`config.mk`:
```
export PLATFORM = sky130hd
export DESIGN_NAME = adder_arbiter
export DESIGN_NICKNAME = d
export VERILOG_FILES = /design/src/rtl/adder_arbiter.sv
export SDC_FILE = /design/constraint.sdc
export NUM_CORES = 1
export LEC_CHECK = 0
export ABC_AREA = 1
export CORE_ASPECT_RATIO = 1.1
export CORE_MARGIN = 2
export CORE_UTILIZATION = 34
export CTS_BUF_LIST = sky130_fd_sc_hd__clkbuf_2
export DETAILED_ROUTE_END_ITERATION = 16
export PLACE_DENSITY_LB_ADDON = 0.25
export SYNTH_ARGS = -nofsm -noshare
export SYNTH_HDL_FRONTEND = slang
export SYNTH_SLANG_ARGS = --single-unit
```
`constraint.sdc`:
```
create_clock -name clk -period 1.3 [get_ports clk]
set_input_delay 0.26 -clock clk [delete_from_list [all_inputs] [get_ports clk]]
set_output_delay 0.26 -clock clk [all_outputs]
set_load 0.05 [all_outputs]
```
`src/rtl/adder_arbiter.sv`:
```
// Round-robin arbiter and sequencer for the shared tri-state adder.
// Two clients each hand over an operand pair and receive the WIDTH+1 bit sum.
module adder_arbiter #(
    parameter int unsigned WIDTH = 8
) (
    input  logic             clk,
    input  logic             rst_n,

    input  logic             req0_valid,
    input  logic [WIDTH-1:0] req0_a,
    input  logic [WIDTH-1:0] req0_b,
    output logic             req0_ready,
    output logic             rsp0_valid,
    input  logic             rsp0_ready,

    input  logic             req1_valid,
    input  logic [WIDTH-1:0] req1_a,
    input  logic [WIDTH-1:0] req1_b,
    output logic             req1_ready,
    output logic             rsp1_valid,
    input  logic             rsp1_ready,

    output logic [WIDTH:0]   rsp_s,

    output logic [WIDTH-1:0] add_a,
    output logic [WIDTH-1:0] add_b,
    output logic             add_en,
    input  logic [WIDTH:0]   add_s,

    output logic             busy
);

    typedef enum logic [1:0] {
        StIdle,
        StExec,
        StResp
    } state_e;

    state_e           state_q;
    logic             last_q;
    logic             owner_q;
    logic [WIDTH-1:0] op_a_q;
    logic [WIDTH-1:0] op_b_q;
    logic [WIDTH:0]   res_q;
    logic             add_en_q;
    logic             rsp0_valid_q;
    logic             rsp1_valid_q;
    logic             busy_q;

    logic             grant0;
    logic             grant1;
    logic             owner_ready;

    // last_q names the most recent winner; the other client wins a tie.
    always_comb begin
        grant0 = 1'b0;
        grant1 = 1'b0;
        if (state_q == StIdle) begin
            grant0 = req0_valid & (~req1_valid | last_q);
            grant1 = req1_valid & (~req0_valid | ~last_q);
        end
    end

    assign owner_ready = owner_q ? rsp1_ready : rsp0_ready;

    always_ff @(posedge clk or negedge rst_n) begin
        if (!rst_n) begin
            state_q      <= StIdle;
            last_q       <= 1'b1;
            owner_q      <= 1'b0;
            op_a_q       <= '0;
            op_b_q       <= '0;
            res_q        <= '0;
            add_en_q     <= 1'b0;
            rsp0_valid_q <= 1'b0;
            rsp1_valid_q <= 1'b0;
            busy_q       <= 1'b0;
        end else begin
            case (state_q)
                StIdle: begin
                    if (grant0 || grant1) begin
                        op_a_q   <= grant1 ? req1_a : req0_a;
                        op_b_q   <= grant1 ? req1_b : req0_b;
                        owner_q  <= grant1;
                        add_en_q <= 1'b1;
                        busy_q   <= 1'b1;
                        state_q  <= StExec;
                    end
                end
                StExec: begin
                    // The bus is only trusted while we are the one enabling it.
                    res_q        <= add_s;
                    add_en_q     <= 1'b0;
                    rsp0_valid_q <= ~owner_q;
                    rsp1_valid_q <= owner_q;
                    state_q      <= StResp;
                end
                StResp: begin
                    if (owner_ready) begin
                        last_q       <= owner_q;
                        rsp0_valid_q <= 1'b0;
                        rsp1_valid_q <= 1'b0;
                        busy_q       <= 1'b0;
                        state_q      <= StIdle;
                    end
                end
                default: begin
                    add_en_q     <= 1'b0;
                    rsp0_valid_q <= 1'b0;
                    rsp1_valid_q <= 1'b0;
                    busy_q       <= 1'b0;
                    state_q      <= StIdle;
                end
            endcase
        end
    end

    assign req0_ready = grant0;
    assign req1_ready = grant1;
    assign rsp0_valid = rsp0_valid_q;
    assign rsp1_valid = rsp1_valid_q;
    assign rsp_s      = res_q;
    assign add_a      = op_a_q;
    assign add_b      = op_b_q;
    assign add_en     = add_en_q;
    assign busy       = busy_q;

    a_rsp_onehot: assert property (@(posedge clk) disable iff (!rst_n)
        !(rsp0_valid && rsp1_valid));
    a_req_onehot: assert property (@(posedge clk) disable iff (!rst_n)
        !(req0_ready && req1_ready));
    a_en_busy: assert property (@(posedge clk) disable iff (!rst_n)
        add_en |-> busy);

endmodule

```
# ---- Word-level counts from Yosys, hierarchy flattened
# Cells that the tools add are included.
dict set report word_totals {
  out_inout_bits 31
  register_bits 33
  wordCells 47
}
dict set report op_classes {
  bitwise_logic 11
  reduce_logical 8
  eq_ne 4
  mux 14
}
# operator count
set op_table {}
lappend op_table {{8-bit two-way mux} 2}
lappend op_table {{2-bit AND reduction} 5}
lappend op_table {{1-bit case mux with 3 select lines} 3}
lappend op_table {{1-bit NOT} 7}
lappend op_table {{2-bit case mux with 3 select lines} 1}
lappend op_table {{1-bit two-way mux} 5}
lappend op_table {{2-bit two-way mux} 2}
lappend op_table {{3-bit AND reduction} 1}
lappend op_table {{1-bit bitwise AND} 2}
lappend op_table {{2-bit by 1-bit == test with 1-bit output (second input constant)} 1}
lappend op_table {{2-bit == test (second input constant)} 1}
lappend op_table {{2-bit logical NOT} 1}
lappend op_table {{2-bit by 1-bit inequality test with 1-bit output (second input constant)} 1}
lappend op_table {{2-bit inequality test (second input constant)} 1}
lappend op_table {{1-bit OR} 2}
lappend op_table {{1-bit case mux with 2 select lines} 1}
lappend op_table {{1-bit logical OR} 1}

# ---- Logic depth before layout (Yosys ltp)
dict set report depth {
  ltp_word 7
  mapped_depth 8
  depth_no_buf 6
}

# ---- Worst setup path before layout
# Ideal clock, no wire load.
dict set report synth_path {
  path_kind {register to output}
  from {register state_q[1]}
  to {output port req0_ready}
  path_stages_with_launch 5
  path_buffers 1
  arrival_ns 1.883
  slack_ns -0.843
  required_ns 1.040
  cell_sequence {dfrtp_1 -> nor2_2 -> buf_6 -> inv_1 -> a211oi_1}
}
dict set report synth_via {
  elab_chain_cells 2
}
# element line_no
set synth_lines {}
lappend synth_lines {{start, declared} 39} ;# state_e state_q;
lappend synth_lines {{start signal, assigned} 68} ;# state_q <= StIdle;
lappend synth_lines {{start signal, assigned} 87} ;# state_q <= StExec;
lappend synth_lines {{start signal, assigned} 96} ;# state_q <= StResp;
lappend synth_lines {{2-bit logical NOT} 58} ;# if (state_q == StIdle) begin
lappend synth_lines {{1-bit two-way mux} 58}
lappend synth_lines {{end, declared} 12} ;# output logic req0_ready,
# No other way between the ends.

# ---- Worst setup path after layout
# Ends and elaborated chain as after synthesis.

==> impl_metrics.json <==
{
  "clock-sinks": 33,
  "dieArea_mm2": 0.00516,
  "outcome": "finished with violations",
  "worstSetupPathType": "reg2out",
  "fin_ws_ns": -0.397,
  "power.leakage_nw": 1.48,
  "wl_mm": 4.44,
  "grt_max_degree": 19,
  "drc": 0,
  "holdCritPathClass": "in2async",
  "finalSetupViolCount": 25,
  "regToRegStartpoint": "state_q[1]",
  "comb_power_share": 0.700,
  "worstPathRequired_ns": 1.04,
  "synthesis.nets": 229,
  "pwr-share-seq": 0.245,
  "ys_ff_latch": 33,
  "final_core_util": 0.691,
  "drive_gt1_frac": 0.337,
  "overflow": 0,
  "place_ws_ns": -0.323,
  "h-tree-depth": 2,
  "core.rowCount": 25,
  "ir_worst_vdd_v": 0.00144,
  "final_cell_mix": "81 x nand2_1, 45 x clkdlybuf4s50_1, 32 x dfrtp_1, 31 x buf_12, 20 x buf_4",
  "wl_per_cell_um": 13.1,
  "worst_slew_pin_slew_ns": 0.416,
  "ys_seq_area_frac": 0.528,
  "rsz0062_at_grt": "true",
  "numCtsBuffers": 5,
  "slew_violations": 0,
  "cp_max_fo": 3,
  "start_util": 0.360,
  "pwr-share-clk": 0.056,
  "finalCritPeriodShare": 1.31,
  "drtAntennaViolNets": 0,
  "rr_endpoint": "add_b[2]",
  "port_buffers": 77,
  "synth_cell_types": 20,
  "die_w_um": 68.7,
  "grt_pass1_wl_mm": 6.91,
  "maxCapViolations": 0,
  "final_design_area_no_fill_mm2": 0.00300,
  "final_common_cell": "nand2_1",
  "clk_pin_slew_ns": 0.17,
  "core_mm2": 0.00435,
  "rrSetupSlack_ns": -0.07,
  "cts.path.max_buffers": 2,
  "violations": "negative setup slack",
  "power_density_mw_per_mm2": 2840,
  "antenna_cells": 0,
  "place_area_mm2": 0.00281,
  "grt_pass1_vias": 1456,
  "max_stage_delay_ns": 0.45,
  "root_buffer": "clkbuf_2",
  "area_growth_pct": 91.8,
  "dieHeight_um": 75.2,
  "path_cells": "nor2_4, inv_1, a211oi_4, buf_12",
  "dp_hpwl_mm": 3.27,
  "gr-usage-all-layers": 0.187,
  "drt_iter0_drc": 45,
  "fin_skew_ns": 0.0196,
  "fmax_mhz": 589,
  "period_minus_slack_ns": 1.70,
  "hold_viol_final": 0,
  "fillCellCount": 350,
  "ys_warn_count": 0,
  "io_pins": 78,
  "p_sw_mw": 3.91,
  "internal-power_mw": 4.60,
  "vias_per_cell": 4.64,
  "slowest_stage": "dfrtp_1",
  "cts_tree": "done",
  "ff2ff_path_depth": 9,
  "start_kind": "flip-flop",
  "switching_share": 0.459,
  "drtPass1Iterations": 4,
  "synthCells": 182,
  "endpoint_kind": "output port",
  "antenna_found_initial": 0,
  "syn_avg_cell_area_um2": 8.60,
  "gp_congestion": 0.746,
  "synth.cell_area_mm2": 0.00157,
  "max_slew_margin": 0.723,
  "layout.nets": 331,
  "clk-insertion-delay-late_ns": 0.37,
  "via_count": 1573,
  "arrival_ns": 1.44
}
## layout make-up
class | count | area (um^2) | share of cell area
tap | 54 | 67.6 | 0.0225
sequential | 33 | 827 | 0.275
timing repair buffer | 104 | 1310 | 0.437
clock buffer | 6 | 30.0 | 0.0100
clock inverter | 2 | 10.0 | 0.00333
multi-input combinational | 131 | 714 | 0.238
inverter | 9 | 42.5 | 0.0142
## worst max-delay path, delay by kind of cell, from the launching register on
family	cells	cell delay (ns)
AO/OA/AOI/OAI	1	0.21
buffers and inverters	2	0.27
flip-flops	1	0.45
AND/OR/NAND/NOR	1	0.14
## routing by layer
layer	vias to the layer above	routed length, um	global-route usage
met5	-	0	0
met2	47	2290	0.296
li1	794	-	-
met3	8	266	0.0598
met4	0	80	0.0763
met1	724	1800	0.236
## cells in the mapped netlist (all sizes together)
cell type	count	area, um^2
nand2	93	352
nor2	2	10.0
a21oi	1	5.00
dfrtp	32	801
a211oi	1	7.51
inv	9	33.8
o22ai	1	6.26
mux2	9	101
buf	9	66.3
nand3	4	32.5
dfstp	1	26.3
nand4	16	100
o21ai	4	23.8
## registers in the layout (all words and copies together) (netlist names)
register    count
add_a           8
last_q          1
rsp_s           9
state_q         2
add_en          1
owner_q         1
rsp1_valid      1
rsp0_valid      1
add_b           8
busy            1
## power groups by stage
stage | clock [mW] | sequential [mW] | combinational (mW)
5_1_grt | 0.559 | 2.13 | 6.30
6_report | 0.475 | 2.08 | 5.96
3_5_place_dp | 0 | 2.09 | 5.57
2_1_floorplan | 0 | 3.37 | 1.41
3_3_place_gp | 0 | 2.07 | 5.50
4_1_cts | 0.494 | 2.08 | 5.63
## metrics by stage
| stage | TNS, ns | power [mW] | hold slack [ns] | std cells |
|---|---|---|---|---|
| detailed placement | -6.05 | 7.65 | 0.217 | 324 |
| global route | -3.52 | 8.99 | 0.312 | 339 |
| global placement | -5.14 | 7.57 | 0.213 | 324 |
| floorplan | -0.260 | 4.78 | -0.0356 | 182 |
| CTS | -0.810 | 8.20 | 0.327 | 334 |
| finish | -1.57 | 8.51 | 0.326 | 339 |
## repair_timing
item / CTS / global route
pin swaps: 1 / 3
hold buffers: 1 / 0
endpoints found under the setup margin: 19 / 52
resized for setup: 3 / 30
buffers inserted: 1 / 6
endpoints found under the hold margin: 14 / 0
## logic make-up (layout without fill, tap and decap cells)
logic type	Yosys count	after routing	share of synthesized area
multiplexers	9	9	0.0647
buffers and inverters	18	121	0.0639
AO/OA/AOI/OAI	7	7	0.0272
AND/OR/NAND/NOR	115	115	0.316
flip-flops	33	33	0.528
## worst max path at each step
stage                          start          to  slack (ns)
after global placement    req1_valid  req0_ready       -0.29
after detailed placement  req1_valid  req0_ready       -0.32
after floorplan           state_q[1]  req0_ready       -0.17
final                     state_q[1]  req0_ready       -0.40
after global routing      state_q[0]  req0_ready       -0.50
after CTS                     last_q  req1_ready       -0.41
Power figures use the tool's default switching activity.
